--- config.mk ---
export PLATFORM = sky130hd
export DESIGN_NAME = passcode_writer
export DESIGN_NICKNAME = d
export VERILOG_FILES = /design/src/rtl/passcode_writer_pkg.sv /design/src/rtl/passcode_writer_enter_edge.sv /design/src/rtl/passcode_writer.sv
export SDC_FILE = /design/constraint.sdc
export NUM_CORES = 1
export LEC_CHECK = 0
export CAP_MARGIN = 40
export CELL_PAD_IN_SITES_DETAIL_PLACEMENT = 0
export CELL_PAD_IN_SITES_GLOBAL_PLACEMENT = 2
export CORE_AREA = 2 2 73 75
export CTS_BUF_LIST = sky130_fd_sc_hd__clkbuf_4
export CTS_CLUSTER_DIAMETER = 200
export DETAILED_ROUTE_END_ITERATION = 7
export DIE_AREA = 0 0 75 77
export GPL_ROUTABILITY_DRIVEN = 0
export GPL_TIMING_DRIVEN = 0
export MAX_ROUTING_LAYER = met4
export PLACE_DENSITY_LB_ADDON = 0.1
export SLEW_MARGIN = 25
export SYNTH_ARGS = -nofsm -noshare
export SYNTH_HDL_FRONTEND = slang
export SYNTH_SLANG_ARGS = --single-unit
export TNS_END_PERCENT = 100
--- constraint.sdc ---
create_clock -name clk -period 2.2 [get_ports clk]
set_input_delay 0.44 -clock clk [delete_from_list [all_inputs] [get_ports clk]]
set_output_delay 0.44 -clock clk [all_outputs]
set_load 0.02 [all_outputs]
--- src/rtl/passcode_writer_pkg.sv ---
// Shared lock definitions: code layout, reset code and the writer state encoding.
// The checker and the writer both import this so they agree on digit order.
package passcode_writer_pkg;

    localparam int DIGIT_W     = 2;
    localparam int NUM_DIGITS  = 3;
    localparam int CODE_W      = NUM_DIGITS * DIGIT_W;
    localparam int TIMEOUT_CYC = 1000;

    localparam logic [CODE_W-1:0] DEFAULT_CODE = 6'b01_10_11;

    typedef enum logic [2:0] {
        IDLE,
        ENTER_NEW,
        CONFIRM,
        COMMIT,
        ERROR
    } writer_state_e;

endpackage

--- src/rtl/passcode_writer_enter_edge.sv ---
// Registers the raw enter button once and emits a one-cycle pulse on its rising edge.
// Shared with the checker so both sides count presses identically.
module enter_edge (
    input  logic clk,
    input  logic rst,
    input  logic enter,
    output logic press
);

    logic enter_q;

    always_ff @(posedge clk or posedge rst) begin
        if (rst) begin
            enter_q <= 1'b0;
        end else begin
            enter_q <= enter;
        end
    end

    assign press = enter & ~enter_q;

endmodule

--- src/rtl/passcode_writer.sv ---
// Passcode programming FSM: captures a code twice, commits it only when both entries match.
// code feeds the checker's compare input; led_prog/confirm_phase/done/err drive the UI.
module passcode_writer #(
    parameter int                               NUM_DIGITS   = passcode_writer_pkg::NUM_DIGITS,
    parameter int                               DIGIT_W      = passcode_writer_pkg::DIGIT_W,
    parameter logic [NUM_DIGITS*DIGIT_W-1:0]    DEFAULT_CODE = passcode_writer_pkg::DEFAULT_CODE,
    parameter int                               TIMEOUT_CYC  = passcode_writer_pkg::TIMEOUT_CYC
) (
    input  logic                            clk,
    input  logic                            rst,
    input  logic                            mode,
    input  logic [DIGIT_W-1:0]              digit,
    input  logic                            enter,
    output logic [NUM_DIGITS*DIGIT_W-1:0]   code,
    output logic [NUM_DIGITS-1:0]           led_prog,
    output logic                            confirm_phase,
    output logic                            done,
    output logic                            err
);

    import passcode_writer_pkg::*;

    localparam int CODE_W = NUM_DIGITS * DIGIT_W;
    localparam int CNT_W  = $clog2(NUM_DIGITS + 1);
    localparam int TO_W   = (TIMEOUT_CYC > 0) ? $clog2(TIMEOUT_CYC + 1) : 1;
    localparam bit TO_EN  = (TIMEOUT_CYC > 0);

    localparam logic [CNT_W-1:0] CNT_FULL = CNT_W'(NUM_DIGITS);
    localparam logic [TO_W-1:0]  TO_LAST  = TO_EN ? TO_W'(TIMEOUT_CYC - 1) : '0;

    writer_state_e      state_q, state_d;
    logic [CNT_W-1:0]   cnt_q, cnt_d;
    logic [TO_W-1:0]    tcnt_q, tcnt_d;
    logic [CODE_W-1:0]  shadow_a_q, shadow_a_d;
    logic [CODE_W-1:0]  shadow_b_q, shadow_b_d;
    logic               load_code;
    logic               press;
    logic               timeout;

    enter_edge u_enter_edge (
        .clk   (clk),
        .rst   (rst),
        .enter (enter),
        .press (press)
    );

    // Expiry fires on the idle cycle that would make the idle count reach TIMEOUT_CYC.
    assign timeout = TO_EN && (tcnt_q == TO_LAST);

    always_comb begin
        // NOTE: every signal written here gets a default first, so no path can infer a latch.
        state_d       = state_q;
        cnt_d         = cnt_q;
        tcnt_d        = tcnt_q;
        shadow_a_d    = shadow_a_q;
        shadow_b_d    = shadow_b_q;
        load_code     = 1'b0;
        led_prog      = '0;
        confirm_phase = 1'b0;
        done          = 1'b0;
        err           = 1'b0;

        unique case (state_q)
            IDLE: begin
                cnt_d  = '0;
                tcnt_d = '0;
                if (mode) begin
                    state_d = ENTER_NEW;
                end
            end

            ENTER_NEW, CONFIRM: begin
                for (int i = 0; i < NUM_DIGITS; i++) begin
                    led_prog[i] = (cnt_q > CNT_W'(i));
                end
                confirm_phase = (state_q == CONFIRM);

                // Priority: abort, then end-of-pass, then a press, then timeout expiry.
                if (!mode) begin
                    state_d = IDLE;
                end else if (cnt_q == CNT_FULL) begin
                    cnt_d  = '0;
                    tcnt_d = '0;
                    if (state_q == ENTER_NEW) begin
                        state_d = CONFIRM;
                    end else if (shadow_a_q == shadow_b_q) begin
                        state_d   = COMMIT;
                        load_code = 1'b1;
                    end else begin
                        state_d = ERROR;
                    end
                end else if (press) begin
                    cnt_d  = cnt_q + 1'b1;
                    tcnt_d = '0;
                    if (state_q == ENTER_NEW) begin
                        shadow_a_d = (shadow_a_q << DIGIT_W) | CODE_W'(digit);
                    end else begin
                        shadow_b_d = (shadow_b_q << DIGIT_W) | CODE_W'(digit);
                    end
                end else if (timeout) begin
                    state_d = ERROR;
                end else begin
                    tcnt_d = tcnt_q + 1'b1;
                end
            end

            COMMIT: begin
                done    = 1'b1;
                cnt_d   = '0;
                tcnt_d  = '0;
                state_d = mode ? ENTER_NEW : IDLE;
            end

            ERROR: begin
                err = 1'b1;
                if (!mode) begin
                    state_d = IDLE;
                end
            end

            default: begin
                state_d = IDLE;
            end
        endcase
    end

    always_ff @(posedge clk or posedge rst) begin
        if (rst) begin
            state_q    <= IDLE;
            cnt_q      <= '0;
            tcnt_q     <= '0;
            // NOTE: the shadows are plain registers, not a RAM, so clearing them on reset is free.
            shadow_a_q <= '0;
            shadow_b_q <= '0;
            code       <= DEFAULT_CODE;
        end else begin
            // NOTE: non-blocking assignments keep every register sampling pre-edge values.
            state_q    <= state_d;
            cnt_q      <= cnt_d;
            tcnt_q     <= tcnt_d;
            shadow_a_q <= shadow_a_d;
            shadow_b_q <= shadow_b_d;
            if (load_code) begin
                code <= shadow_a_q;
            end
        end
    end

endmodule
# After elaboration in Yosys (flattened, before gate mapping)
# Cells that the tools add are included.
[word_totals] regBits=34 inputBits=6 out_inout_bits=12
[op_classes] addsub=2 order_cmp=3 n_eq_ne=14 n_mux=28 n_bitwise=6 n_reduce_logical=9
[ops] cell="10-bit two-way mux" n=4
[ops] cell="3-bit two-way mux" n=9
[ops] cell="10-bit case mux with 2 select lines" n=1
[ops] cell="4-bit != test, second input constant" n=3
[ops] cell="6-bit by 2-bit bitwise OR with 6-bit output" n=2
[ops] cell="3-bit case mux with 4 select lines" n=1
[ops] cell="10-bit by 1-bit adder with 10-bit output, second input constant" n=1
[ops] cell="10-bit equality test, second input constant" n=1
[ops] cell="5-bit AND reduction" n=2
[ops] cell="1-bit two-way mux" n=9
[ops] cell="3-bit by 2-bit equality test with 1-bit output, second input constant" n=2
[ops] cell="6-bit equality test" n=1
[ops] cell="2-bit two-way mux" n=3
[ops] cell="2-bit != test, second input constant" n=3
[ops] cell="3-bit AND reduction" n=2
[ops] cell="2-bit by 1-bit > comparator with 1-bit output, second input constant" n=2
[ops] cell="2-bit case mux with 2 select lines" n=1
[ops] cell="4-bit AND reduction" n=1
[ops] cell="2-bit OR reduction" n=2
[ops] cell="3-bit by 1-bit equality test with 1-bit output, second input constant" n=1
[ops] cell="3-bit equality test, second input constant" n=1
[ops] cell="3-bit zero test" n=1
[ops] cell="3-bit != test, second input constant" n=1
[ops] cell="1-bit inverter" n=3
[ops] cell="5 further kinds" n=5

# Logic depth before layout (Yosys ltp)
[depth] ltp_word=6 ltp_mapped=7 mapped_depth_nobuf=5

# By module
# A second synthesis with hierarchy kept.
[unflattened] cells_unflattened=177 hier_area_um2=1880.6
[by_module_without_submodules] mod="passcode_writer" n_inst=1 cells_each=174 area_each_um2=1838.0 seq_area_each_um2=830.8
[by_module_without_submodules] mod="enter_edge" n_inst=1 cells_each=3 area_each_um2=42.5 seq_area_each_um2=25.0

# Worst setup path after synthesis
# No wires, ideal clock.
[synth_timing] path_type="reg-to-reg" startpoint="register cnt_q[0]" endpoint="register state_q[2]" setup_time_ps=122 arrival_ps=1832 t_required_ps=2078 path_slack_ps=247 stages_incl_launch_ff=7 period_less_slack_ps=1953 path_cell_list="dfrtp_1 ha_1 clkbuf_1 nor3b_1 nand3_1 and3_1 a32o_1"
[synth_between] elab_chain_cells=4 word_cells_on_any_way=7
[synth_lines] item="from (decl)" line="passcode_writer.sv:32" source="logic [CNT_W-1:0] cnt_q, cnt_d;"
[synth_lines] item="from (signal assigned)" line="passcode_writer.sv:139" source="cnt_q <= cnt_d;"
[synth_lines] item="2-bit equality test (*)" line="passcode_writer.sv:81" source="end else if (cnt_q == CNT_FULL) begin"
[synth_lines] item="3-bit two-way mux" line="passcode_writer.sv:81"
[synth_lines] item="3-bit two-way mux" line="passcode_writer.sv:79" source="if (!mode) begin"
[synth_lines] item="3-bit case mux with 4 select lines" line="passcode_writer.sv:63" source="unique case (state_q)"
[synth_lines] item="to (signal assigned)" line="passcode_writer.sv:138" source="state_q <= state_d;"
[synth_lines] item="to (decl)" line="passcode_writer.sv:31" source="writer_state_e state_q, state_d;"
# Mark *: on every way between the ends. The rest lies on a longest branch, timed or not.
# A chain may end at the register's enable or synchronous reset.

# Worst setup path after layout
# Same ends and word-level chain as after synthesis.

==> results.md <==
* Run status: finished, final reports clean
* Most frequent cells in the layout: dfrtp_1 (29), nand2_1 (12), mux2_2 (12), clkdlybuf4s50_1 (10), nor3_1 (9)
* Non-Filler Instances at 269
* Top layer in use: met4
* DR WL/cell at 14.7 microns
* Number of port buffers at 16
* Height of the die at between 70 and 80 microns
* Clock Pin Slew Worst Setup and Hold Paths at around 0.12 ns
* RR Startpoint: cnt_q[0]
* Post-Synth Adder-Cell Area at 0.0332
* M1 wire length at roughly 1.8 mm
* Final Max Slew Viols at 0
* Antenna cells at 0
* Measured slew at the worst slew-check pin at 0.570 ns
* Synthesized area at approximately 1900 sq um
* Worst-case clock buffer depth at 2
* Initial antenna violation count at 0
* Tot GR Track Use at 0.156
* Critical Path Max Stage Delay at 0.48 ns
* Yosys reg bits at 34
* Multiplexer share of the synthesized area at 0.135
* Design area at 2260 sq um
* PwrDens at approximately 860 nW/um^2
* CP delay by family, top: compound AO/OA/AOI/OAI gates
* First-pass GRT wire length at 6.75 mm
* Vias at 1426
* Met2 wire len at 1.98 mm
* Setup TNS at 0 ns
* Worst Hold Class: primary input to async pin
* Clk Latency, worst-skew pair at about 0.34 ns
* Largest family of logic cells by synthesized area: simple AND/OR/NAND/NOR gates
* Warnings, synthesis at 0
* Flop2flop setup slack at between 0.05 and 0.06 ns
* Hold-fix buffers, CTS at 0
* Number of max-cap violations at 0
* Hold Slack at 0.259 ns
* Worst VDD drop at around 0.45 mV
* Pre-CTS WS at -0.235 ns
* Vias per cell at around 5.3
* CTS tree: built
* Static Leakage at ~0.00099 uW
* Synth Area in XOR/XNOR at 0.0372
* Die area at just under 6000 sq um
* Most common cell after layout, fill and taps aside: dfrtp_1
* Starting density of the core at 0.379
* Fin crit share at 0.973
* Worst EP required at 2.44 ns
* Rows at 26
* Yosys cell types at 47
* Slowest CP cell: nor4bb_2
* Vias in the first global route at 1405
* Worst Reg-to-Reg Cells at 6
* Crit-path max FO at 10
* Async SR Flop Fraction at 1.00
* H-tree depth at 2
* Die W at 75 microns
* Synthesis-to-layout area growth at 19.9%
* GRT overflow at 0
* 1st-pass router iterations at 4
* DR WL met3 at 132 microns
* Post-Syn Nets at 185
* Critical Path Start: cnt_q[0]
* Number of synthesized flops with an enable pin at 0
* Levels on crit path at 6
* Filler Cell Count at 483
* DP HPWL at 2.88 mm
* Setup CP Type: flip-flop to flip-flop
* Final WS setup at 0.0584 ns
* Slew margin rel. at 0.619
* Hold Fails Final Rpt at 0
* Setup crit end kind: flip-flop
* Synth Area in Simple Gates at 0.173
* Minimum clock period at 2.14 ns
* Final ANT Viol Nets at 0
* # setup viols final at 0
* Final net count at 209
* Buffers & Inverters on Critical Path at 1
* DRT iter0 DRCs at 102
* CTS Buf Count at 5
* Clock Sinks at 34
* Post-Synthesis Cells at 174
* Dpl cells at 260
* Share of cells above drive strength 1 at 0.261
* DP Area at ~2100 sq um
* CP Cell Sequence: ha_1 -> clkbuf_1 -> nor4bb_2 -> a211oi_1 -> a2bb2oi_1 -> a32o_1
* Setup repair after global routing missed its margin: true
* I/O pin cnt at 18
* Sequential share of the synthesized area at 0.454
* Worst Skew at 0.00765 ns
* Main synth FF type: dfrtp_1
* Synthesized area per cell at 10.8 sq um
* Core area at around 5000 sq um
* Total wire length at 3.97 mm
* Synth Area in Compound Gates at 0.126
* Max Clock Freq at between 400 and 500 MHz
* DRC viols at 0
* CTS root buffer: clkbuf_4
* CP startpoint kind: flip-flop
* Largest net degree at the start of global routing at 35
* Crit path DAT at 2.38 ns
## per-stage QoR
step	power, uW	utilization
3_5_place_dp	1570	0.428
4_1_cts	1960	0.447
6_report	1930	0.454
3_3_place_gp	1550	0.428
5_1_grt	2070	0.454
2_1_floorplan	1360	-
## final timing paths
kind / end
max: state_q[2]
min: shadow_a_q[3]
min reg2reg: tcnt_q[9]
max in group asynchronous: code[0]
max reg2reg: state_q[2]
min in group clk: state_q[2]
## sequential cells by signal (all words and copies together) (netlist names)
| signal | flops |
|---|---|
| code | 6 |
| state_q | 3 |
| cnt_q | 2 |
| shadow_a_q | 6 |
| shadow_b_q | 6 |
| tcnt_q | 10 |
| u_enter_edge.enter_q | 1 |
## layout make-up
| cell class | instances | area [sq um] | area share |
|---|---|---|---|
| inverters | 7 | 26.3 | 0.0116 |
| well taps | 70 | 87.6 | 0.0388 |
| flip-flops and latches | 34 | 857 | 0.380 |
| clock buffers | 5 | 37.5 | 0.0166 |
| repair buffers | 18 | 188 | 0.0831 |
| multi-input cells | 126 | 996 | 0.441 |
| clock inverters | 3 | 20.0 | 0.00886 |
| plain buffers | 6 | 46.3 | 0.0205 |
## what timing repair did
| item | 4_1_cts | 5_1_grt |
|---|---|---|
| pin swaps | 0 | 1 |
| gates resized for setup | 13 | 6 |
| setup endpoints to repair | 19 | 13 |
| setup buffers | 1 | 0 |
## cell families after synthesis
family,after synthesis
XOR/XNOR,8
buffers and inverters,14
adder cells (fa/ha/maj),5
AND/OR/NAND/NOR,59
multiplexers,21
flip-flops,34
AO/OA/AOI/OAI,33
## power breakdown
| part | internal [uW] | leakage (uW) | switching (uW) |
|---|---|---|---|
| combinational | 317 | 0.000513 | 417 |
| clock | 125 | 0.0000292 | 232 |
| sequential | 724 | 0.000444 | 117 |
| total | 1170 | 0.000987 | 766 |
## metal layers
metal / vias up / global-route usage
li1: 686 / -
met1: 715 / 0.196
met2: 19 / 0.239
met3: 6 / 0.0447
met4: 0 / 0.0536
met5: - / -
## synthesized netlist by cell type (2+ instances only)
cell	n	share of area
buf_4	2	0.0080
and3_1	2	0.0066
a31oi_1	7	0.023
and2_1	2	0.0066
a211oi_1	2	0.0080
nor4_1	2	0.0066
dfrtp_1	30	0.40
nand2_1	12	0.024
nand4b_1	2	0.0093
ha_1	5	0.033
inv_1	7	0.014
mux2_2	12	0.072
nand3_1	3	0.0080
and2b_1	2	0.0080
xnor2_1	7	0.033
o21ai_0	7	0.019
clkbuf_1	2	0.0040
a21oi_1	5	0.013
nor3b_1	2	0.0080
mux2i_1	3	0.016
nor2_1	8	0.016
nor3_1	9	0.024
o2bb2ai_1	2	0.0093
buf_6	2	0.012
mux2_4	6	0.048
dfstp_2	4	0.056
or2_2	2	0.0066
nor2b_1	3	0.010
nand4_1	4	0.013
No activity file was read; power rests on OpenSTA's default activity.
